`config.mk`:
```
export PLATFORM = sky130hd
export DESIGN_NAME = regfile_wport_arbiter
export DESIGN_NICKNAME = d
export VERILOG_FILES = /design/src/rtl/regfile_wport_arbiter.sv
export SDC_FILE = /design/constraint.sdc
export NUM_CORES = 1
export LEC_CHECK = 0
export CAP_MARGIN = 10
export CORE_MARGIN = 8
export CORE_UTILIZATION = 39
export DETAILED_ROUTE_END_ITERATION = 7
export GPL_TIMING_DRIVEN = 0
export PLACE_DENSITY = 0.87
export SLEW_MARGIN = 20
export SYNTH_ARGS = -nofsm -noshare
export SYNTH_HDL_FRONTEND = slang
export SYNTH_SLANG_ARGS = --single-unit
```
`constraint.sdc`:
```
create_clock -name clk -period 5.4 [get_ports clk]
set_clock_uncertainty 0.1 [all_clocks]
set_input_delay 0.54 -clock clk [delete_from_list [all_inputs] [get_ports clk]]
set_output_delay 0.54 -clock clk [all_outputs]
set_load 0.03 [all_outputs]
```
`src/rtl/regfile_wport_arbiter.sv`:
```
// regfile_wport_arbiter: round-robin arbiter sharing the register file write port among NREQ sources
module regfile_wport_arbiter #(
  parameter int NREQ = 3,
  parameter int PW = 3,
  parameter int DCW = 8
) (
  input  logic               clk,
  input  logic               rst,
  input  logic               hold,
  input  logic [NREQ-1:0]    req_valid,
  output logic [NREQ-1:0]    req_ready,
  input  logic [5*NREQ-1:0]  req_addr,
  input  logic [32*NREQ-1:0] req_data,
  output logic               reg_write,
  output logic [4:0]         addr3,
  output logic [31:0]        wdata,
  output logic               busy,
  output logic [DCW-1:0]     drop_cnt
);
  logic [PW-1:0] ptr, ptr_eff, g;
  logic found, hs, drop;
  logic [4:0] sel_addr;
  logic [31:0] sel_data;
  assign ptr_eff = ({1'b0, ptr} >= (PW+1)'(NREQ)) ? '0 : ptr;
  // first pass covers ptr..NREQ-1, second pass wraps around to 0..ptr-1
  always_comb begin
    found = 1'b0;
    g = '0;
    sel_addr = '0;
    sel_data = '0;
    for (int i = 0; i < NREQ; i++)
      if (!found && req_valid[i] && PW'(i) >= ptr_eff) begin
        found = 1'b1;
        g = PW'(i);
        sel_addr = req_addr[5*i +: 5];
        sel_data = req_data[32*i +: 32];
      end
    for (int i = 0; i < NREQ; i++)
      if (!found && req_valid[i]) begin
        found = 1'b1;
        g = PW'(i);
        sel_addr = req_addr[5*i +: 5];
        sel_data = req_data[32*i +: 32];
      end
  end
  assign req_ready = (found && !hold && !rst) ? NREQ'(1) << g : '0;
  assign hs = |req_ready;
  assign drop = sel_addr == 5'd0 || sel_addr == 5'd24;
  assign busy = |req_valid && !hs;
  always_ff @(posedge clk or posedge rst)
    if (rst) begin
      ptr <= '0;
      reg_write <= 1'b0;
      addr3 <= '0;
      wdata <= '0;
      drop_cnt <= '0;
    end else begin
      reg_write <= hs && !drop;
      if (hs) begin
        ptr <= (g == PW'(NREQ-1)) ? '0 : g + PW'(1);
        addr3 <= sel_addr;
        wdata <= sel_data;
        if (drop && !(&drop_cnt)) drop_cnt <= drop_cnt + DCW'(1);
      end
    end
endmodule

```
==> results of run 1 <==
## logic make-up (layout without fill, tap and decap cells)
family                     Yosys count  count (layout)  share of synthesized area
and+or+nand+nor                     73              73                      0.147
DFF                                 49              49                      0.490
AOI/OAI and AO/OA                   86              86                      0.262
xor gates and xnor gates             9               9                     0.0345
buffers and inverters               29             203                     0.0510
adders and majority gates            1               1                    0.00500
muxes                                2               2                     0.0105
## layout make-up
| type | count | area [µm²] | area share |
|---|---|---|---|
| multi-input combinational | 171 | 1150 | 0.262 |
| buffer | 24 | 109 | 0.0248 |
| clock buffer | 6 | 82.6 | 0.0188 |
| sequential | 49 | 1230 | 0.279 |
| timing repair buffer | 166 | 1670 | 0.381 |
| clock inverter | 2 | 37.5 | 0.00855 |
| tap | 77 | 96.3 | 0.0219 |
| inverter | 5 | 18.8 | 0.00427 |
## flip-flops by register name (all words and copies together), names as in the netlist
signal     flops
reg_write      1
addr3          5
drop_cnt       8
ptr            3
wdata         32
## synthesized netlist by cell type, types with 2 or more instances
library cell | count | share of area
a21o_1 | 3 | 0.0090
o21ai_0 | 37 | 0.074
buf_6 | 2 | 0.0090
a222oi_1 | 35 | 0.14
buf_2 | 2 | 0.0040
xor2_1 | 8 | 0.028
nand3_1 | 5 | 0.010
nand2_1 | 39 | 0.058
nor2b_1 | 4 | 0.010
and2_1 | 2 | 0.0050
nor3_1 | 3 | 0.0060
a21oi_1 | 2 | 0.0040
a31oi_1 | 2 | 0.0050
dfrtp_1 | 49 | 0.49
nand2b_1 | 2 | 0.0050
nor4_1 | 7 | 0.017
inv_1 | 5 | 0.0075
nor2_1 | 2 | 0.0030
clkbuf_1 | 19 | 0.029
## worst register-to-register path, stage by stage, from the launching register on
cell,delay [ns]
dfrtp_1,0.36
buf_2,0.16
and4bb_1,0.29
and4b_4,0.22
buf_6,0.15
a222oi_1,0.58
nand4_1,0.44
nor3_2,0.31
mux2_4,0.33
## metal layers
metal  share of wire  global-route usage  vias to the layer above  routed length [µm]
met2            0.51               0.372                      156                5000
met1            0.37               0.236                     1347                3610
met4          0.0063              0.0410                        0                  62
met3            0.11              0.0741                        6                1110
li1                -                   -                     1310                   -
met5               0                   0                        -                   0
## stage by stage
step                      power (W)  hold WS [ns]  worst slack, ns
after floorplan            0.000839         0.465             2.55
after global placement      0.00114         0.360             1.57
after detailed placement    0.00116         0.369             1.52
after CTS                   0.00143         0.390             1.51
after global routing        0.00149         0.411             1.34
final                       0.00142         0.385             1.50
## power breakdown
| group | leakage [nW] | internal [W] | switching, W |
|---|---|---|---|
| clock | 0.0574 | 0.000151 | 0.000121 |
| sequential | 0.630 | 0.000442 | 0.0000536 |
| combinational | 1.12 | 0.000296 | 0.000355 |
## worst paths after layout
check,end,slack [ns],cells after the start
worst min-delay path,wdata[4]$_DFFE_PP0P_,0.39,2
worst max register to register,drop_cnt[1]$_DFFE_PP0P_,2.35,8
max in group asynchronous,wdata[18]$_DFFE_PP0P_,4.16,3
worst max-delay path,req_ready[2],1.50,7
min in group asynchronous,wdata[2]$_DFFE_PP0P_,0.52,2
worst min register to register,wdata[4]$_DFFE_PP0P_,0.39,2
==> metrics.md, run 1 <==
| Metric | Value |
|---|---|
| Outcome | `finished with violations` |
| Failing checks | `DRC` |
| Fin crit share | `0.722` |
| Die height | `96.1 µm` |
| Post-synth top flop | `dfrtp_1` |
| DRC viols | `8` |
| Static Leak | `1.81 nW` |
| Max incr delay on CP | `0.69 ns` |
| Detailed Route WL | `9790 µm` |
| TritonCTS buffer count | `5` |
| Worst path bufs/invs | `4` |
| Number of warnings issued by yosys | `0` |
| Hold path start | `wdata[4]$_DFFE_PP0P_` |
| Global-route wire length before repair | `15200 µm` |
| Share of cells above drive strength 1 | `0.0544` |
| Site Rows | `29` |
| Max-slew violations | `0` |
| Mapped Avg Cell Area | `10.0 µm²` |
| DPL Wire Length | `7820 µm` |
| Post-layout min period | `around 3.9 ns` |
| Startpoint types | `primary input` |
| Overflow after GRT | `0` |
| Crit. Startpoint | `req_valid[0]` |
| Max-cap violation count | `0` |
| Synth cell types | `40` |
| Post-Layout Cell Count | `500` |
| Clk buf depth | `2` |
| Layout filler cell count | `497` |
| Critical path arrival | `3.26 ns` |
| Initial Util | `0.399` |
| Worst reg2reg startpoint | `ptr[2]$_DFFE_PP0P_` |
| Worst-Margin Slew | `0.895 ns` |
| ANT cells | `0` |
| IO Count | `167` |
| Crit path kind | `primary input to output port` |
| EDFF count, synth | `0` |
| Setup TNS Final | `0 ns` |
| CTS Hold Bufs | `0` |
| Port bufs | `165` |
| Initial antenna violation count | `0` |
| Clock Latency Late Sink | `0.29 ns` |
| Clk sink count | `49` |
| H-tree depth | `2` |
| Final Setup Violations | `0` |
| Placed cell areas | `4270 µm²` |
| Cells after Synth | `249` |
| Via count of the routed design | `2819` |
| Sequential fraction of the synthesis area | `0.490` |
| GRT Total Usage | `0.209` |
| Reg clk slew, reported paths | `0.10 ns` |
| Setup Buffers After CTS | `0` |
| Commonest non-fill, non-tap cell in the layout | `clkdlybuf4s50_1` |
| Cells along the critical path | `clkdlybuf4s50_1, nor2_1, o31a_1, clkbuf_1, clkbuf_1, nor2b_1, clkdlybuf4s50_1` |
| Slowest cell on crit path | `clkdlybuf4s50_1` |
| DRT Pass-1 Iters | `8` |
| Die area | `around 9200 µm²` |
| Top delay family on crit path | `buffers and inverters` |
| Commonest non-fill, non-tap cells in the layout | `clkdlybuf4s50_1, dfrtp_1, nand2_1` |
| Area growth syn-to-layout | `75.4%` |
| Worst endpoint required time | `between 4 and 5 ns` |
| CTS tree | `done` |
| Yosys reg bits | `49` |
| Design area | `4390 µm²` |
| Largest net degree at the start of global routing | `28` |
| Critical Path End Type | `output port` |
| Final nets | `540` |
| Die X | `96.1 µm` |
| Placed insts | `492` |
| Drt first-iter violations | `around 210` |
| Final core utilization | `0.699` |
| Final GP Congestion | `0.845` |
| HP Class | `register to register` |
| Worst-path fanout max | `10` |
| Clk root buf | `clkbuf_8` |
| Rel. slew slack | `0.403` |
| Fmax | `roughly 260 MHz` |
| Post-route ant nets | `0` |
| VDD IR-drop max | `159 µV` |
| Vias in the first global route | `3079` |
| Avg Vias per Cell | `5.64` |
| Synth Cell Area | `2500 µm²` |
| Syn_nets | `367` |
| Post-CTS sizing | `0` |
| PD cells | `323 nW/µm²` |
| Final Hold Viols | `0` |
| Unrepaired setup endpoints after global routing | `false` |
| Async S/R FF share, synth | `1.00` |
| Routed wire per std cell | `19.6 µm` |
| CORE AREA | `6280 µm²` |
Note: power is estimated with default switching activity, not from simulation.
==> inputs of run 2 (changes only) <==
- CORE_UTILIZATION: 39 -> 33
- PLACE_DENSITY: 0.87 -> 0.78
- clock period: 5.4 -> 3.4 ns (I/O delays scaled with it)
==> metrics.md, run 2 (synthesis results as in run 1) <==
| Metric | Value |
|---|---|
| Outcome | `finished clean` |
| HP Class | `primary input to async pin` |
| Avg Vias per Cell | `5.33 (-5.5%)` |
| Global-route wire length before repair | `15200 µm (-0.13%)` |
| Largest net degree at the start of global routing | `29 (+3.6%)` |
| H-tree depth | `2 (unchanged)` |
| R2R cell count | `8 (unchanged)` |
| Worst-Margin Slew | `0.772 ns (-0.124 ns)` |
| CORE AREA | `7290 µm² (+16%)` |
| Drt first-iter violations | `220 (+5.8%)` |
| Overflow after GRT | `0 (unchanged)` |
| Clock Latency Late Sink | `0.30 ns (about the same)` |
| Initial antenna violation count | `0 (unchanged)` |
| Unrepaired setup endpoints after global routing | `false` |
| Post-layout min period | `3.24 ns` |
| Biggest register | `wdata` |
| Area growth syn-to-layout | `75.0%` |
| PD cells | `496 nW/µm² (+53%)` |
| Commonest non-fill, non-tap cells in the layout | `clkdlybuf4s50_1, dfrtp_1, nand2_1` |
| Vias in the first global route | `2980 (-3.2%)` |
| R2R Path End | `drop_cnt[1]$_DFFE_PP0P_` |
| DPL Wire Length | `7980 µm (+2.0%)` |
| GRT Total Usage | `0.186 (-0.0234)` |
| ANT cells | `0 (unchanged)` |
| Startpoint types | `primary input` |
| Share of cells above drive strength 1 | `0.0548 (+0.000388)` |
| Setup ws final | `0.160 ns (-1.34 ns)` |
| Setup Buffers After CTS | `0 (unchanged)` |
| Commonest non-fill, non-tap cell in the layout | `clkdlybuf4s50_1` |
| Reg-to-reg slack, setup | `0.48 ns (-1.87 ns)` |
| Critical Path End Type | `output port` |
| CTS Hold Bufs | `0 (unchanged)` |
| VDD IR-drop max | `214 µV (+35%)` |
| Post-route ant nets | `0 (unchanged)` |
| Port bufs | `165 (unchanged)` |
| Die area | `10600 µm² (+15%)` |
| IO Count | `167 (unchanged)` |
| Number of flip-flops in the largest register | `32 (unchanged)` |
| Layout filler cell count | `654 (+32%)` |
| Worst endpoint required time | `2.96 ns (-1.80 ns)` |
| Final Hold Viols | `0 (unchanged)` |
| Smallest hold slack | `0.312 ns (-0.0736 ns)` |
| Fin crit share | `0.953` |
| Largest regs | `wdata (32), drop_cnt (8), addr3 (5)` |
| Fmax | `between 300 and 400 MHz` |
| DP Worst Slack | `-0.130 ns (-1.65 ns)` |
| DRC viols | `0 (-8)` |
| Max-cap violation count | `0 (unchanged)` |
| Rel. slew slack | `0.486 (+0.0824)` |
| Clk root buf | `clkbuf_8` |
| Via count of the routed design | `2766 (-1.9%)` |
| Reg area | `1230 µm² (unchanged)` |
| CTS tree | `done` |
| Clk sink count | `49 (unchanged)` |
| Max-slew violations | `0 (unchanged)` |
| Detailed Route WL | `9980 µm (+1.9%)` |
| Multi-input gate area | `1150 µm² (unchanged)` |
| Die X | `103 µm (+7.3%)` |
| Critical path arrival | `2.80 ns (-0.46 ns)` |
| Post-CTS sizing | `2 (+2)` |
| Final nets | `538 (-0.37%)` |
| Final GP Congestion | `0.839 (-0.67%)` |
| Worst-path fanout max | `10 (unchanged)` |
| Crit path kind | `primary input to output port` |
| Initial Util | `0.343 (-0.0555)` |
| Reg clk slew, reported paths | `0.09 ns (about the same)` |
| Clk buf depth | `2 (unchanged)` |
| Final Setup Violations | `0 (unchanged)` |
| DRT Pass-1 Iters | `7 (-1)` |
| Routed wire per std cell | `19.2 µm (-1.8%)` |
| Worst reg2reg startpoint | `ptr[0]$_DFFE_PP0P_` |
| TritonCTS buffer count | `5 (unchanged)` |
| Static Leak | `1.80 nW (-0.53%)` |
| Site Rows | `31 (+6.9%)` |
| Die height | `103 µm (+7.3%)` |
## run 2: layout make-up
class / count / share of cell area
sequential: 49 / 0.280
tap: 99 / 0.0283
clock buffer: 7 / 0.0197
buffer: 22 / 0.0237
timing repair buffer: 166 / 0.382
inverter: 5 / 0.00429
multi-input combinational: 171 / 0.262
## run 2: worst max path at each step
stage / start / end / slack, ns / depth (start not counted)
after global placement: req_valid[0] / busy / -0.07 / 7
final: req_valid[0] / busy / 0.16 / 6
after CTS: req_valid[0] / busy / 0.17 / 6
after floorplan: ptr[0]$_DFFE_PP0P_ / drop_cnt[1]$_DFFE_PP0P_ / 0.87 / 8
after global routing: req_valid[0] / req_ready[0] / 0.02 / 6
after detailed placement: req_valid[0] / busy / -0.13 / 7
## run 2: metrics by stage
stage	instance area, µm²	utilization	cells	setup TNS [ns]	power (W)
after floorplan	2500	-	249	0	0.00133
after global placement	4280	0.587	513	-0.146	0.00181
after detailed placement	4300	0.589	514	-0.261	0.00184
after CTS	4380	0.601	519	0	0.00218
after global routing	4380	0.601	519	0	0.00229
final	4380	0.601	519	0	0.00217
## run 2: power by group
part           switching [W]  internal, W  leakage (nW)  total, W
combinational       0.000563     0.000469          1.12   0.00103
clock               0.000191     0.000162        0.0443  0.000353
sequential         0.0000837     0.000702         0.630  0.000786
## run 2: worst max-delay path, stage by stage
cell and delay (ns):
clkdlybuf4s50_1 0.53, nor3_1 0.29, or3_1 0.46, clkbuf_2 0.33, nor2b_1 0.16, clkdlybuf4s50_1 0.68
## run 2: layer usage
| metal | share of wire | vias up | track usage |
|---|---|---|---|
| li1 | - | 1307 | - |
| met1 | 0.38 | 1326 | 0.215 |
| met2 | 0.51 | 127 | 0.320 |
| met3 | 0.097 | 6 | 0.0628 |
| met4 | 0.0079 | 0 | 0.0478 |
| met5 | 0 | - | 0 |
==> inputs of run 3 (changes only) <==
- CORE_UTILIZATION: 33 -> 36
- PLACE_DENSITY: 0.78 -> 0.81
- clock period: 3.4 -> 3.11 ns (I/O delays scaled with it)
==> metrics.md, run 3 (synthesis results as in run 1) <==
| Metric | Value |
|---|---|
| Worst-path fanout max | `9 (-1)` |
| Number of flip-flops in the largest register | `32 (unchanged)` |
| Commonest non-fill, non-tap cell in the layout | `clkdlybuf4s50_1` |
| Overflow after GRT | `0 (unchanged)` |
| Crit path kind | `primary input to register` |
| Final Setup Violations | `0 (unchanged)` |
| TritonCTS buffer count | `5 (unchanged)` |
| Slowest cell on crit path | `a311oi_2` |
| CORE AREA | `6760 µm² (-7.3%)` |
| Post-route ant nets | `0 (unchanged)` |
| Design area | `4400 µm² (+0.51%)` |
| Detailed Route WL | `9760 µm (-2.2%)` |
| Smallest hold slack | `0.310 ns (-0.00216 ns)` |
| Reg clk slew, reported paths | `0.09 ns (about the same)` |
| Max-slew violations | `0 (unchanged)` |
| DRT Pass-1 Iters | `7 (unchanged)` |
| Final core utilization | `0.651 (+0.0509)` |
| Routed wire per std cell | `19.4 µm (+1.1%)` |
| Max-cap violation count | `0 (unchanged)` |
| Max incr delay on CP | `0.69 ns (about the same)` |
| R2R cell count | `7 (-1)` |
| IO Count | `167 (unchanged)` |
| Clk buf depth | `2 (unchanged)` |
| Largest net degree at the start of global routing | `28 (-3.4%)` |
| Die area | `9880 µm² (-7.1%)` |
| Setup ws final | `0.181 ns (+0.0214 ns)` |
| Global-route wire length before repair | `15400 µm (+1.5%)` |
| Fmax | `341 MHz` |
| Clock Latency Late Sink | `0.30 ns (about the same)` |
| Clk sink count | `49 (unchanged)` |
| Initial antenna violation count | `0 (unchanged)` |
| DRC viols | `0 (unchanged)` |
| Final nets | `539 (+0.19%)` |
| Final GP Congestion | `0.787 (-6.2%)` |
| Port bufs | `165 (unchanged)` |
| H-tree depth | `2 (unchanged)` |
| GRT Total Usage | `0.197 (+0.0111)` |
| Die height | `99.4 µm (-3.6%)` |
| HP Class | `primary input to async pin` |
| Vias in the first global route | `2986 (+0.20%)` |
| Worst path bufs/invs | `1 (-2)` |
| DP Worst Slack | `-0.327 ns (-0.197 ns)` |
| Via count of the routed design | `2763 (-0.11%)` |
| Critical Path End Type | `register` |
| Avg Vias per Cell | `5.50 (+3.3%)` |
| ANT cells | `0 (unchanged)` |
| VDD IR-drop max | `225 µV (+5.3%)` |
| Reg-to-reg slack, setup | `0.21 ns (-0.27 ns)` |
| Fin crit share | `0.942` |
| Critical path arrival | `3.02 ns (+0.22 ns)` |
| DPL Wire Length | `7690 µm (-3.5%)` |
| Placed cell areas | `4270 µm² (-0.55%)` |
| CTS Hold Bufs | `0 (unchanged)` |
| Static Leak | `1.84 nW (+2.3%)` |
| Placed insts | `495 (-3.7%)` |
| Drt first-iter violations | `171 (-22%)` |
| Top delay family on crit path | `compound AO/OA/AOI/OAI gates` |
| Post-layout min period | `2.93 ns` |
| Die X | `99.4 µm (-3.6%)` |
| Area growth syn-to-layout | `75.9%` |
| Unrepaired setup endpoints after global routing | `false` |
| CTS tree | `done` |
| Cells along the critical path | `clkdlybuf4s50_1, and4bb_1, a311oi_2, a222oi_1, xor2_2, nor3_2, mux2_4` |
| Biggest register | `wdata` |
| Worst-Margin Slew | `0.772 ns (+0.000588 ns)` |
| Initial Util | `0.370 (+0.0272)` |
| Largest regs | `wdata (32), drop_cnt (8), addr3 (5)` |
| Worst endpoint required time | `3.20 ns (+0.24 ns)` |
| Rel. slew slack | `0.485 (about the same)` |
| Worst reg2reg startpoint | `ptr[1]$_DFFE_PP0P_` |
| Startpoint types | `primary input` |
| Commonest non-fill, non-tap cells in the layout | `clkdlybuf4s50_1, dfrtp_1, nand2_1` |
| R2R Path End | `drop_cnt[1]$_DFFE_PP0P_` |
| PD cells | `559 nW/µm² (+13%)` |
| Share of cells above drive strength 1 | `0.0616 (+0.00685)` |
| Site Rows | `30 (-3.2%)` |
| Post-Layout Cell Count | `502 (-3.3%)` |
| Final Hold Viols | `0 (unchanged)` |
| Clk root buf | `clkbuf_8` |
| Outcome | `finished clean` |
[run 3: cell count changes in the layout (fill, tap and decap cells not counted)]
cell,change
bufinv_16,+1
clkbuf_2,-1
buf_4,+2
clkdlybuf4s50_1,-2
dlygate4sd2_1,+1
or3_1,-1
or3_4,+1
dlymetal6s2s_1,+1
[run 3: layout make-up]
class | count | area [µm²]
tap | 80 | 100
inverter | 5 | 18.8
timing repair buffer | 167 | 1680
fill | 574 | 2350
multi-input combinational | 171 | 1150
clock buffer | 7 | 86.3
sequential | 49 | 1230
buffer | 22 | 106
clock inverter | 1 | 30.0
[run 3: stage by stage]
step | power (W) | setup TNS, ns
finish | 0.00246 | 0
global route | 0.00259 | 0
CTS | 0.00248 | 0
detailed placement | 0.00200 | -2.34
global placement | 0.00198 | -2.06
floorplan | 0.00146 | 0
[run 3: worst max path at each step]
| stage | start | endpoint | slack [ns] | depth (start not counted) |
|---|---|---|---|---|
| floorplan | ptr[0]$_DFFE_PP0P_ | drop_cnt[1]$_DFFE_PP0P_ | 0.58 | 8 |
| global placement | req_valid[0] | busy | -0.29 | 7 |
| detailed placement | req_valid[0] | busy | -0.33 | 7 |
| CTS | ptr[1]$_DFFE_PP0P_ | req_ready[2] | 0.005 | 6 |
| global route | req_valid[2] | drop_cnt[1]$_DFFE_PP0P_ | 0.008 | 7 |
| finish | req_valid[2] | drop_cnt[1]$_DFFE_PP0P_ | 0.18 | 7 |
[run 3: worst reg2reg max path, stage by stage, from the launching register on]
cell	delay, ns
dfrtp_1	0.37
buf_2	0.18
and4bb_1	0.22
a311oi_2	0.69
a222oi_1	0.30
xor2_2	0.30
nor3_2	0.31
mux2_4	0.32
[run 3: timing repair]
| item | 4_1_cts | 5_1_grt |
|---|---|---|
| setup buffers | 0 | 1 |
| gates resized for setup | 4 | 4 |
| endpoints found under the setup margin | 3 | 7 |
| pin swaps | 0 | 1 |
[run 3: layer usage]
layer / GRT usage / share of wire / wire [µm]
met1: 0.224 / 0.39 / 3810
met2: 0.336 / 0.50 / 4890
met3: 0.0768 / 0.097 / 948
met4: 0.0524 / 0.012 / 114
met5: 0 / 0 / 0
[run 3: power breakdown]
group / internal [W] / switching, W / total (W) / leakage [nW]
Sequential: 0.000767 / 0.0000864 / 0.000854 / 0.630
Combinational: 0.000515 / 0.000614 / 0.00113 / 1.15
Clock: 0.000263 / 0.000214 / 0.000477 / 0.0585
Total: 0.00154 / 0.000915 / 0.00246 / 1.84
